## config.mk

```make
export PLATFORM = sky130hd
export DESIGN_NAME = seg7_scan_driver
export DESIGN_NICKNAME = d
export VERILOG_FILES = /design/src/rtl/seg7_scan_driver.sv
export SDC_FILE = /design/constraint.sdc
export NUM_CORES = 1
export LEC_CHECK = 0
export ABC_AREA = 1
export CORE_UTILIZATION = 42
export CTS_CLUSTER_SIZE = 24
export DETAILED_ROUTE_END_ITERATION = 8
export PLACE_DENSITY = 0.69
export SLEW_MARGIN = 20
export SYNTH_ARGS = -nofsm -noshare
export SYNTH_HDL_FRONTEND = slang
export SYNTH_SLANG_ARGS = --single-unit
```

## constraint.sdc

```tcl
create_clock -name clk -period 2.2 [get_ports clk]
set_input_delay 0.55 -clock clk [delete_from_list [all_inputs] [get_ports clk]]
set_output_delay 0.55 -clock clk [all_outputs]
set_load 0.02 [all_outputs]
```

## src/rtl/seg7_scan_driver.sv

```systemverilog
// Scanned common-anode seven-segment driver with double-buffered frame commit,
// per-slot anti-ghosting blanking and per-digit blinking.
module seg7_scan_driver #(
  parameter int NUM_DIGITS   = 9,
  parameter int SCAN_DIV     = 50000,
  parameter int BLANK_CYC    = 2,
  parameter int BLINK_FRAMES = 64
) (
  input  logic                    clk,
  input  logic                    reset,
  input  logic [7*NUM_DIGITS-1:0] frame_in,
  input  logic                    frame_load,
  input  logic [NUM_DIGITS-1:0]   blink_mask,
  output logic                    frame_busy,
  output logic                    frame_ack,
  output logic [6:0]              seg_n,
  output logic [NUM_DIGITS-1:0]   dig_n
);

  localparam int FW = 7 * NUM_DIGITS;
  localparam int CW = (SCAN_DIV > 1) ? $clog2(SCAN_DIV) : 1;
  localparam int IW = (NUM_DIGITS > 1) ? $clog2(NUM_DIGITS) : 1;
  localparam int BW = (BLINK_FRAMES > 1) ? $clog2(BLINK_FRAMES) : 1;

  logic [CW-1:0]         cnt_q, cnt_d;
  logic [IW-1:0]         idx_q, idx_d;
  logic [BW-1:0]         blink_cnt_q, blink_cnt_d;
  logic                  blink_off_q, blink_off_d;
  logic [FW-1:0]         pend_q, pend_d;
  logic [FW-1:0]         disp_q, disp_d;
  logic                  busy_q, busy_d;
  logic                  ack_q, ack_d;
  logic [6:0]            seg_n_q, seg_n_d;
  logic [NUM_DIGITS-1:0] dig_n_q, dig_n_d;

  logic       tick, boundary;
  logic [6:0] digit_seg;

  always_comb begin
    tick     = (cnt_q == CW'(SCAN_DIV - 1));
    boundary = tick && (idx_q == IW'(NUM_DIGITS - 1));

    cnt_d = tick ? '0 : cnt_q + 1'b1;
    idx_d = idx_q;
    if (tick) idx_d = (idx_q == IW'(NUM_DIGITS - 1)) ? '0 : idx_q + 1'b1;

    blink_cnt_d = blink_cnt_q;
    blink_off_d = blink_off_q;
    if (boundary) begin
      if (blink_cnt_q == BW'(BLINK_FRAMES - 1)) begin
        blink_cnt_d = '0;
        blink_off_d = ~blink_off_q;
      end else begin
        blink_cnt_d = blink_cnt_q + 1'b1;
      end
    end

    // A load landing on the boundary clock is committed straight through.
    pend_d = pend_q;
    busy_d = busy_q;
    disp_d = disp_q;
    ack_d  = 1'b0;
    if (frame_load) begin
      pend_d = frame_in;
      busy_d = 1'b1;
    end
    if (boundary && (busy_q || frame_load)) begin
      disp_d = frame_load ? frame_in : pend_q;
      busy_d = 1'b0;
      ack_d  = 1'b1;
    end

    digit_seg = disp_q[int'(idx_q) * 7 +: 7];
    seg_n_d   = 7'h7F;
    dig_n_d   = '1;
    if (cnt_q >= CW'(BLANK_CYC)) begin
      dig_n_d = ~(NUM_DIGITS'(1) << idx_q);
      seg_n_d = (blink_off_q && blink_mask[idx_q]) ? 7'h7F : ~digit_seg;
    end
  end

  always_ff @(posedge clk) begin
    if (reset) begin
      cnt_q       <= '0;
      idx_q       <= '0;
      blink_cnt_q <= '0;
      blink_off_q <= 1'b0;
      pend_q      <= '0;
      disp_q      <= '0;
      busy_q      <= 1'b0;
      ack_q       <= 1'b0;
      seg_n_q     <= 7'h7F;
      dig_n_q     <= '1;
    end else begin
      cnt_q       <= cnt_d;
      idx_q       <= idx_d;
      blink_cnt_q <= blink_cnt_d;
      blink_off_q <= blink_off_d;
      pend_q      <= pend_d;
      disp_q      <= disp_d;
      busy_q      <= busy_d;
      ack_q       <= ack_d;
      seg_n_q     <= seg_n_d;
      dig_n_q     <= dig_n_d;
    end
  end

  assign frame_busy = busy_q;
  assign frame_ack  = ack_q;
  assign seg_n      = seg_n_q;
  assign dig_n      = dig_n_q;

endmodule

```

==> impl_metrics.env <==
export IMPL_synth_nets=1138
export IMPL_power_frac_seq_pct=46.9
export IMPL_gr_usage_all_layers_pct=19.63
export IMPL_crit_slowest_cell="clkdlybuf4s50_1"
export IMPL_fin_skew_ps=6.155
export IMPL_via_per_inst=4.956
export IMPL_fin_crit_sh_pct=90.09
export IMPL_place_ws_ps=303.3
export IMPL_io_pins=93
export IMPL_crit_path_start_kind="flip-flop"
export IMPL_grt_antenna_before_repair=0
export IMPL_rows=48
export IMPL_die_h_um=136.6
export IMPL_clockBufferDepth=2
export IMPL_cts_root_buffer="clkbuf_16"
export IMPL_setup_viol=0
export IMPL_maxSlewViolCount=0
export IMPL_combinationalPowerShare_pct=7.0
export IMPL_h_tree_depth=4
export IMPL_clock_sinks=171
export IMPL_seq_area_frac_synth_pct=45.01
export IMPL_fin_util_pct=52.99
export IMPL_num_vias=6725
export IMPL_drive_above_1_share_pct=11.57
export IMPL_die_area_mm2=0.01865
export IMPL_synth_cells=1054
export IMPL_slew_headroom_pct=47.57
export IMPL_switching_share_pct=23.01
export IMPL_crit_buf_inv=1
export IMPL_drc=0
export IMPL_syn_mean_instance_area_um2=7.215
export IMPL_crit_fanout=2
export IMPL_synth_area_leaders="dfxtp_1, nand3_1, nand2_1"
export IMPL_cts_hold_repair_buffers=0
export IMPL_numCtsBuffers=17
export IMPL_cts_tree="done"
export IMPL_finalHoldViolCount=0
export IMPL_syn_to_final_growth_pct=21.77
export IMPL_p_leak_nw=4.083
export IMPL_cp_arrival_ps=1430
export IMPL_grt_pass1_vias=6082
export IMPL_max_freq_mhz=504.6
export IMPL_core_area_mm2=0.01748
export IMPL_rsz0062_at_grt="no"
export IMPL_antenna_left=0
export IMPL_drv_cap=0
export IMPL_drt_iter0_drc=599
export IMPL_yosys_warnings=0
export IMPL_dr_pass1_iters=5
export IMPL_p_int_mw=5.262
export IMPL_fin_crit_ps=1982
export IMPL_postRouteWirelength_um=17540
export IMPL_layout_nets=1203
export IMPL_worst_slack_ps=218.1
export IMPL_min_path_type="flip-flop to flip-flop"
export IMPL_vdd_ir_drop_max_mv=0.5934
export IMPL_post_cts_resized=0
export IMPL_grt_ovfl_total=0
export IMPL_yosysUniqueCellTypes=29
export IMPL_power_switching_mw=1.573
export IMPL_grt_max_degree=129
export IMPL_dp_hpwl_um=11630
export IMPL_clk_latency_ps=430
export IMPL_gp_congestion=0.8469
export IMPL_grt_pass1_wl_um=28870
export IMPL_start_util_pct=43.51
export IMPL_synth_top_area_cell="dfxtp_1"
export IMPL_diodes=0
export IMPL_cpLargestDelayFamily="buffers and inverters"
export IMPL_ys_ff_latch=171
export IMPL_wl_per_cell_um=12.92
export IMPL_clk_pin_slew_worst_paths_ps=70
export IMPL_synth_top_cell_area_share_pct=45.01
export IMPL_crit_type="flip-flop to primary output"
export IMPL_dieWidth_um=136.6
export IMPL_worstMarginPinSlew_ps=786.4
export IMPL_fill_cells=1696
export IMPL_pwr_share_clk_pct=46.1
export IMPL_end_kind="primary output"
export IMPL_port_buffer_count=92
export IMPL_syn_area_mm2=0.007605
export IMPL_cts_setup_buffers=0
export IMPL_outcome="finished, final reports clean"
export IMPL_rrSetupSlack_ps=300
export IMPL_powerDensity_mw_per_mm2=738.1
export IMPL_final_setup_tns_ps=0
export IMPL_crit_chain="clkdlybuf4s50_1"
export IMPL_slowest_delay_ps=630
export IMPL_critPathRequiredTime_ps=1650
## metrics by stage
| step | cell area [µm²] | hold slack, ps | std cells | total power, mW |
|---|---|---|---|---|
| floorplan | 7605 | 429.7 | 1054 | 3.548 |
| global placement | 8638 | 445.3 | 1325 | 3.750 |
| detailed placement | 8638 | 457.9 | 1325 | 3.757 |
| CTS | 9260 | 467.2 | 1357 | 6.882 |
| global route | 9260 | 483.5 | 1357 | 7.074 |
| finish | 9260 | 464.0 | 1357 | 6.835 |
## synthesized netlist by cell type
cell type,number
clkinv_2,1
nor2_8,1
clkbuf_4,1
nor2_1,119
xnor2_1,1
nand2_2,5
buf_4,6
inv_1,95
nand4_1,8
inv_2,3
nor2_2,1
or2_2,63
buf_8,6
buf_1,3
ha_1,9
nand3_4,1
nand3_1,195
a21oi_1,18
nor3_2,1
o21ai_0,78
buf_2,13
clkbuf_1,33
dfxtp_1,171
xor2_1,5
clkinv_1,2
nor3b_1,1
nand2_1,199
nor2_4,5
nor3_1,10
## registers in the layout, summed over array words and instances (netlist names)
register     flops
disp_q          63
pend_q          63
cnt_q           16
dig_n            9
seg_n            7
blink_cnt_q      6
idx_q            4
blink_off_q      1
frame_ack        1
frame_busy       1
## cells in the final DEF (no fill, tap or decap)
master / count
a21oi_1: 18
buf_12: 5
buf_2: 2
buf_4: 11
bufinv_16: 3
clkbuf_1: 1
clkbuf_16: 17
clkbuf_8: 1
clkdlybuf4s50_1: 90
clkinv_1: 2
clkinv_2: 2
clkinv_4: 2
clkinvlp_4: 1
dfxtp_1: 171
ha_1: 9
inv_1: 94
inv_2: 3
inv_6: 6
inv_8: 1
nand2_1: 199
nand2_2: 5
nand3_1: 195
nand3_4: 1
nand4_1: 8
nor2_1: 119
nor2_2: 1
nor2_4: 5
nor2_8: 1
nor3_1: 10
nor3_2: 1
nor3b_1: 1
o21ai_0: 78
or2_2: 63
xnor2_1: 1
xor2_1: 5
## metal layers
metal | up-vias | share of wire (%) | GRT usage (%)
met2 | 149 | 45 | 31.90
li1 | 3491 | - | -
met1 | 3066 | 48 | 26.52
met5 | - | 0 | 0
met4 | 0 | 1.4 | 6.111
met3 | 19 | 5.0 | 3.259
## cells by family (layout without fill, tap and decap cells)
group                    after synthesis  count (layout)  synth area share, %
AO/OA/AOI/OAI                         96              96                6.318
XOR/XNOR                               6               6               0.6910
adder cells (fa/ha/maj)                9               9                1.481
buffers and inverters                163             241                9.510
flip-flops                           171             171                45.01
AND/OR/NAND/NOR                      609             609                36.99
## layout make-up
| cell class | instances | area [µm²] | area share, % |
|---|---|---|---|
| repair buffers | 108 | 1094 | 11.81 |
| multi-input cells | 720 | 3458 | 37.35 |
| clock buffers | 19 | 442.9 | 4.783 |
| clock inverters | 13 | 178.9 | 1.932 |
| inverters | 101 | 381.6 | 4.121 |
| well taps | 225 | 281.5 | 3.040 |
| flip-flops and latches | 171 | 3423 | 36.97 |
## power by group through the flow
stage / sequential, mW / combinational [mW] / clock [mW]
after floorplan: 3.27 / 0.277 / 0
final: 3.20 / 0.482 / 3.15
after global placement: 3.27 / 0.478 / 0
after CTS: 3.20 / 0.488 / 3.19
after global routing: 3.21 / 0.543 / 3.32
after detailed placement: 3.27 / 0.483 / 0
## worst paths after layout
kind                                  from          to  cells after the start
worst max-delay path            frame_busy  frame_busy                      1
worst min-delay path            disp_q[30]  disp_q[30]                      2
worst max register to register    cnt_q[1]  disp_q[36]                     10
worst min register to register  disp_q[30]  disp_q[30]                      2
Power figures use the tool's default switching activity.
